$ cat src/rtl/adsr_env_ctrl.sv
// ADSR envelope controller for a PWM voice: programmable step divider, envelope
// sub-divider, and a gate-driven attack/decay/sustain/release level sequencer.
module adsr_env_ctrl #(
  parameter int N     = 8,
  parameter int DIV_W = 16,
  parameter int ENV_W = 8
) (
  input  logic             clk,
  input  logic             rst,
  input  logic             ena,
  input  logic             gate,
  input  logic [DIV_W-1:0] tick_div,
  input  logic [N-1:0]     attack_rate,
  input  logic [N-1:0]     decay_rate,
  input  logic [N-1:0]     sustain_level,
  input  logic [N-1:0]     release_rate,
  output logic             pwm_step,
  output logic             pwm_ena,
  output logic [N-1:0]     duty,
  output logic [2:0]       state
);

  typedef enum logic [2:0] {
    S_IDLE    = 3'd0,
    S_ATTACK  = 3'd1,
    S_DECAY   = 3'd2,
    S_SUSTAIN = 3'd3,
    S_RELEASE = 3'd4
  } state_t;

  state_t           r_state, w_next_state;
  logic [DIV_W-1:0] r_div_cnt;
  logic             r_pwm_step, r_pwm_ena;
  logic [N-1:0]     r_duty, w_next_duty;
  logic             w_wrap, w_env_tick;
  logic [N:0]       w_att_sum, w_dec_diff, w_rel_diff;

  // >= rather than == so a tick_div lowered below the count wraps immediately
  assign w_wrap = ena && (r_div_cnt >= tick_div);

  always_ff @(posedge clk or negedge rst) begin
    if (!rst) begin
      r_div_cnt  <= '0;
      r_pwm_step <= 1'b0;
    end else if (ena) begin
      if (w_wrap) begin
        r_div_cnt  <= '0;
        r_pwm_step <= 1'b1;
      end else begin
        r_div_cnt  <= r_div_cnt + DIV_W'(1);
        r_pwm_step <= 1'b0;
      end
    end else begin
      r_pwm_step <= 1'b0;
    end
  end

  generate
    if (ENV_W == 0) begin : g_no_env
      assign w_env_tick = w_wrap;
    end else begin : g_env
      logic [ENV_W-1:0] r_env_cnt;
      always_ff @(posedge clk or negedge rst) begin
        if (!rst)        r_env_cnt <= '0;
        else if (w_wrap) r_env_cnt <= r_env_cnt + ENV_W'(1);
      end
      assign w_env_tick = w_wrap && (r_env_cnt == '1);
    end
  endgenerate

  assign w_att_sum  = {1'b0, r_duty} + {1'b0, attack_rate};
  assign w_dec_diff = {1'b0, r_duty} - {1'b0, decay_rate};
  assign w_rel_diff = {1'b0, r_duty} - {1'b0, release_rate};

  always_comb begin
    w_next_state = r_state;
    w_next_duty  = r_duty;
    case (r_state)
      S_IDLE: begin
        if (gate) w_next_state = S_ATTACK;
        else      w_next_duty  = '0;
      end
      S_ATTACK: begin
        if (!gate) begin
          w_next_state = S_RELEASE;
        end else if (w_env_tick) begin
          if (attack_rate == '0 || w_att_sum[N] || w_att_sum[N-1:0] == '1) begin
            w_next_duty  = '1;
            w_next_state = S_DECAY;
          end else begin
            w_next_duty = w_att_sum[N-1:0];
          end
        end
      end
      S_DECAY: begin
        if (!gate) begin
          w_next_state = S_RELEASE;
        end else if (w_env_tick) begin
          if (decay_rate == '0 || w_dec_diff[N] || w_dec_diff[N-1:0] <= sustain_level) begin
            w_next_duty  = sustain_level;
            w_next_state = S_SUSTAIN;
          end else begin
            w_next_duty = w_dec_diff[N-1:0];
          end
        end
      end
      S_SUSTAIN: begin
        if (!gate)    w_next_state = S_RELEASE;
        else if (ena) w_next_duty  = sustain_level;
      end
      S_RELEASE: begin
        if (gate) begin
          w_next_state = S_ATTACK;
        end else if (w_env_tick) begin
          if (release_rate == '0 || w_rel_diff[N] || w_rel_diff == '0) begin
            w_next_duty  = '0;
            w_next_state = S_IDLE;
          end else begin
            w_next_duty = w_rel_diff[N-1:0];
          end
        end
      end
      default: begin
        w_next_state = S_IDLE;
        w_next_duty  = '0;
      end
    endcase
  end

  always_ff @(posedge clk or negedge rst) begin
    if (!rst) begin
      r_state   <= S_IDLE;
      r_duty    <= '0;
      r_pwm_ena <= 1'b0;
    end else begin
      r_state   <= w_next_state;
      r_duty    <= w_next_duty;
      r_pwm_ena <= (w_next_state != S_IDLE);
    end
  end

  assign pwm_step = r_pwm_step;
  assign pwm_ena  = r_pwm_ena;
  assign duty     = r_duty;
  assign state    = r_state;

  a_state_range: assert property (@(posedge clk) disable iff (!rst) r_state <= S_RELEASE);
  a_idle_zero: assert property (@(posedge clk) disable iff (!rst)
    (r_state == S_IDLE) |-> (r_duty == '0));
  a_attack_no_wrap: assert property (@(posedge clk) disable iff (!rst)
    (r_state == S_ATTACK && $past(r_state) == S_ATTACK) |-> (r_duty >= $past(r_duty)));
  a_release_no_wrap: assert property (@(posedge clk) disable iff (!rst)
    (r_state == S_RELEASE && $past(r_state) == S_RELEASE) |-> (r_duty <= $past(r_duty)));

endmodule

$ cat config.mk
export PLATFORM = sky130hd
export DESIGN_NAME = adsr_env_ctrl
export DESIGN_NICKNAME = d
export VERILOG_FILES = /design/src/rtl/adsr_env_ctrl.sv
export SDC_FILE = /design/constraint.sdc
export NUM_CORES = 1
export LEC_CHECK = 0
export BUFFER_PORTS_ARGS = -buffer_cell sky130_fd_sc_hd__buf_2
export CAP_MARGIN = 20
export CORE_MARGIN = 2
export CORE_UTILIZATION = 53
export CTS_BUF_LIST = sky130_fd_sc_hd__clkbuf_8
export DETAILED_ROUTE_END_ITERATION = 8
export GPL_TIMING_DRIVEN = 0
export PLACE_DENSITY = 0.76
export SYNTH_ARGS = -nofsm -noshare
export SYNTH_HDL_FRONTEND = slang
export SYNTH_SLANG_ARGS = --single-unit
$ cat constraint.sdc
create_clock -name clk -period 3.2 [get_ports clk]
set_input_delay 0.16 -clock clk [delete_from_list [all_inputs] [get_ports clk]]
set_output_delay 0.16 -clock clk [all_outputs]
set_load 0.005 [all_outputs]
==> flow_metrics.env <==
export IMPL_status="finished with violations"
export IMPL_failed_checks="negative setup slack"
export IMPL_ys_types=56
export IMPL_port_buffers=63
export IMPL_row_count=30
export IMPL_drive_above_1_share=0.242
export IMPL_grt_pass1_vias=3688
export IMPL_finClkSkew_ns=0.00892
export IMPL_avgSynthCellArea_sq_um=8.30
export IMPL_reg2regPathDepth=15
export IMPL_die_h_microns=87.6
export IMPL_crit_chain="ha_1 -> o21a_1 -> o31ai_4 -> nand2_1 -> a21oi_2 -> xnor2_2 -> ha_4 -> nand4_1 -> nor2_1 -> a211oi_2 -> o211a_4 -> nor2b_4 -> mux2i_1 -> o221ai_1 -> a22o_1"
export IMPL_clock_latency_ns=0.29
export IMPL_netlist_area_sq_um=3700
export IMPL_worstMarginPinSlew_ns=0.828
export IMPL_powerDensity_nw_per_um2=274
export IMPL_fillers=545
export IMPL_final_setup_worst_slack_ns=-0.101
export IMPL_insertedDiodeCount=0
export IMPL_synth_cells=446
export IMPL_grt_usage=0.280
export IMPL_clkPwrFrac=0.256
export IMPL_synth_most_common_cell="ha_1"
export IMPL_crit_path_start_kind="flop"
export IMPL_min_to="state[2]$_DFF_PN0_"
export IMPL_min_from="gate"
export IMPL_multi_input_area_sq_um=2750
export IMPL_area_growth_pct=23.4
export IMPL_grt_pass1_wl_mm=17.0
export IMPL_drt_initial_drc_count=192
export IMPL_design_area_sq_um=4570
export IMPL_vias=3714
export IMPL_crit_fanout=5
export IMPL_final_antenna_net_count=0
export IMPL_layout_nets=641
export IMPL_avgViaCountPerCell=6.02
export IMPL_total_power_w=0.00125
export IMPL_die_area_sq_um=7670
export IMPL_swShare=0.339
export IMPL_synth_common_cells="50 x ha_1, 49 x inv_1, 42 x nor2_1"
export IMPL_clock_sinks=37
export IMPL_ctsLongestPathBuffers=2
export IMPL_irDropWorstVdd_uv=259
export IMPL_wl_per_cell_microns=16.8
export IMPL_async_flop_share=1.00
export IMPL_yosys_register_bits=37
export IMPL_fmax_mhz=303
export IMPL_cap_violations=0
export IMPL_ys_warnings_count=0
export IMPL_drv_slew=0
export IMPL_drc=0
export IMPL_core_region_area_sq_um=6760
export IMPL_grt_overflow=0
export IMPL_power_share_combinational=0.304
export IMPL_setup_violations=8
export IMPL_fin_crit_ns=3.30
export IMPL_drtPass1Iterations=4
export IMPL_regArea_sq_um=931
export IMPL_gp_congestion=0.946
export IMPL_place_area_sq_um=4120
export IMPL_max_stage_delay_ns=0.57
export IMPL_path_class="flop to flop"
export IMPL_crit_slowest_cell="dfrtp_1"
export IMPL_hpwl_mm=7.64
export IMPL_cts_htree_levels=2
export IMPL_hold_depth=2
export IMPL_synth_area_leaders="dfrtp_1 25%, ha_1 17%, inv_1 5.0%"
export IMPL_cts_inserted_buffers=5
export IMPL_p_sw_w=0.000425
export IMPL_critPathRequiredTime_ns=3.38
export IMPL_die_width_microns=87.6
export IMPL_r2r_setup_slack_ns=-0.10
export IMPL_relSlewSlack=0.448
export IMPL_mappedNetlistNets=551
export IMPL_grt_max_degree=38
export IMPL_io_pins=65
export IMPL_p_leak_nw=2.33
export IMPL_hold_viol_final=0
export IMPL_clk_pin_slew_ns=0.08
export IMPL_whs_ns=0.293
export IMPL_synth_edf_count=0
export IMPL_rsz0062_at_grt="true"
export IMPL_cts_tree="yes"
export IMPL_worstReg2RegEnd="duty[1]$_DFFE_PN0P_"
export IMPL_antenna_found_initial=0
export IMPL_critPathArrivalTime_ns=3.48
export IMPL_synth_top_cell_by_area="dfrtp_1"
export IMPL_start_util=0.548
export IMPL_wirelength_mm=10.3
export IMPL_synth_top_area_share=0.250
export IMPL_min_period_over_period=1.03
export IMPL_synth_seq_area_share=0.250
export IMPL_hp_class="input pin to flop"
export IMPL_synth_ff_type="dfrtp_1"
export IMPL_final_util=0.676
export IMPL_cts_root_buf="clkbuf_8"
export IMPL_seq_power_share=0.439
export IMPL_cp_end_kind="flop"
export IMPL_intPower_w=0.000826
export IMPL_reg2reg_from="duty[4]$_DFFE_PN0P_"
[worst max-delay path by stage]
stage | from | end | slack (ns)
2_1_floorplan | duty[0]$_DFFE_PN0P_ | duty[6]$_DFFE_PN0P_ | -0.02
3_3_place_gp | duty[0]$_DFFE_PN0P_ | duty[5]$_DFFE_PN0P_ | -0.51
3_5_place_dp | duty[0]$_DFFE_PN0P_ | duty[6]$_DFFE_PN0P_ | -0.55
4_1_cts | duty[0]$_DFFE_PN0P_ | duty[1]$_DFFE_PN0P_ | -0.04
5_1_grt | duty[3]$_DFFE_PN0P_ | duty[0]$_DFFE_PN0P_ | -0.26
6_report | duty[4]$_DFFE_PN0P_ | duty[1]$_DFFE_PN0P_ | -0.10
[through the flow]
stage | TNS, ns | setup WS, ns | instances
floorplan | -0.0247 | -0.0247 | 446
global placement | -3.85 | -0.507 | 589
detailed placement | -4.26 | -0.545 | 589
CTS | -0.144 | -0.0386 | 613
global route | -1.85 | -0.258 | 617
finish | -0.522 | -0.101 | 617
[power by group through the flow]
stage               clock, W  sequential, W  combinational [W]
detailed placement         0       0.000556           0.000338
CTS                 0.000328       0.000548           0.000367
floorplan                  0       0.000544           0.000228
global route        0.000347       0.000556           0.000427
global placement           0       0.000556           0.000319
finish              0.000321       0.000550           0.000381
[registers in the layout, indices dropped and copies added (netlist names)]
| signal | cells |
|---|---|
| r_div_cnt | 16 |
| pwm_ena | 1 |
| pwm_step | 1 |
| duty | 8 |
| state | 3 |
| g_env.r_env_cnt | 8 |
[kinds of logic (layout without fill, tap and decap cells)]
family	Yosys count	in the layout	synth area share
simple gates	143	143	0.196
compound gates	118	118	0.222
buf+inv	60	151	0.0612
fa+ha+maj	53	53	0.185
flops	37	37	0.250
xor+xnor	31	31	0.0734
mux	4	4	0.0112
[per-layer routing]
metal	vias up	track usage	part of all wire
met5	-	0	0
met4	0	0.130	0.053
met3	44	0.0405	0.049
met2	123	0.503	0.50
met1	1736	0.328	0.40
li1	1811	-	-
[placed cells by master (no fill, tap or decap), types with 3 or more instances in the layout]
cell,netlist,final
buf_2,1,64
inv_1,49,49
ha_1,50,45
nor2_1,42,40
dfrtp_1,37,33
nand2_1,25,25
a21oi_1,25,18
xor2_1,18,17
buf_4,0,17
nand3_1,14,14
o21ai_0,13,13
o21ai_1,13,12
xnor2_1,13,12
nand4_1,12,12
a22o_1,9,9
clkbuf_1,9,8
nor3_1,7,7
o221ai_1,8,7
o21a_1,6,6
a211oi_1,7,6
nor2b_1,9,6
nor4_1,6,6
clkbuf_8,0,6
a21oi_2,0,5
and4_1,5,5
a21o_1,5,5
and3_1,5,5
ha_4,0,5
nand2b_1,4,4
nor2_2,2,4
o311ai_0,4,4
dfrtp_2,0,4
or3_1,3,3
mux2i_1,3,3
[timing repair]
action                                 CTS  global route
gates resized for setup                 34             7
setup endpoints to repair                9             9
cloned                                   1             0
setup buffers                           14             4
pin swaps                               17             6
endpoints found under the hold margin   37             0
hold buffers                             1             0
[worst max-delay path: cells and delay by family (launching register included)]
kind / cells / cell delay [ns]
compound gates: 7 / 1.13
fa+ha+maj: 2 / 0.59
flops: 1 / 0.57
simple gates: 4 / 0.47
mux: 1 / 0.24
xor+xnor: 1 / 0.17
[final cells by class]
class	count	share of cell area
plain buffers	11	0.0115
repair buffers	83	0.103
well taps	80	0.0219
flip-flops and latches	37	0.204
multi-input cells	349	0.601
inverters	49	0.0403
clock buffers	5	0.0151
clock inverters	3	0.00301
Note: power is estimated with default switching activity, not from simulation.
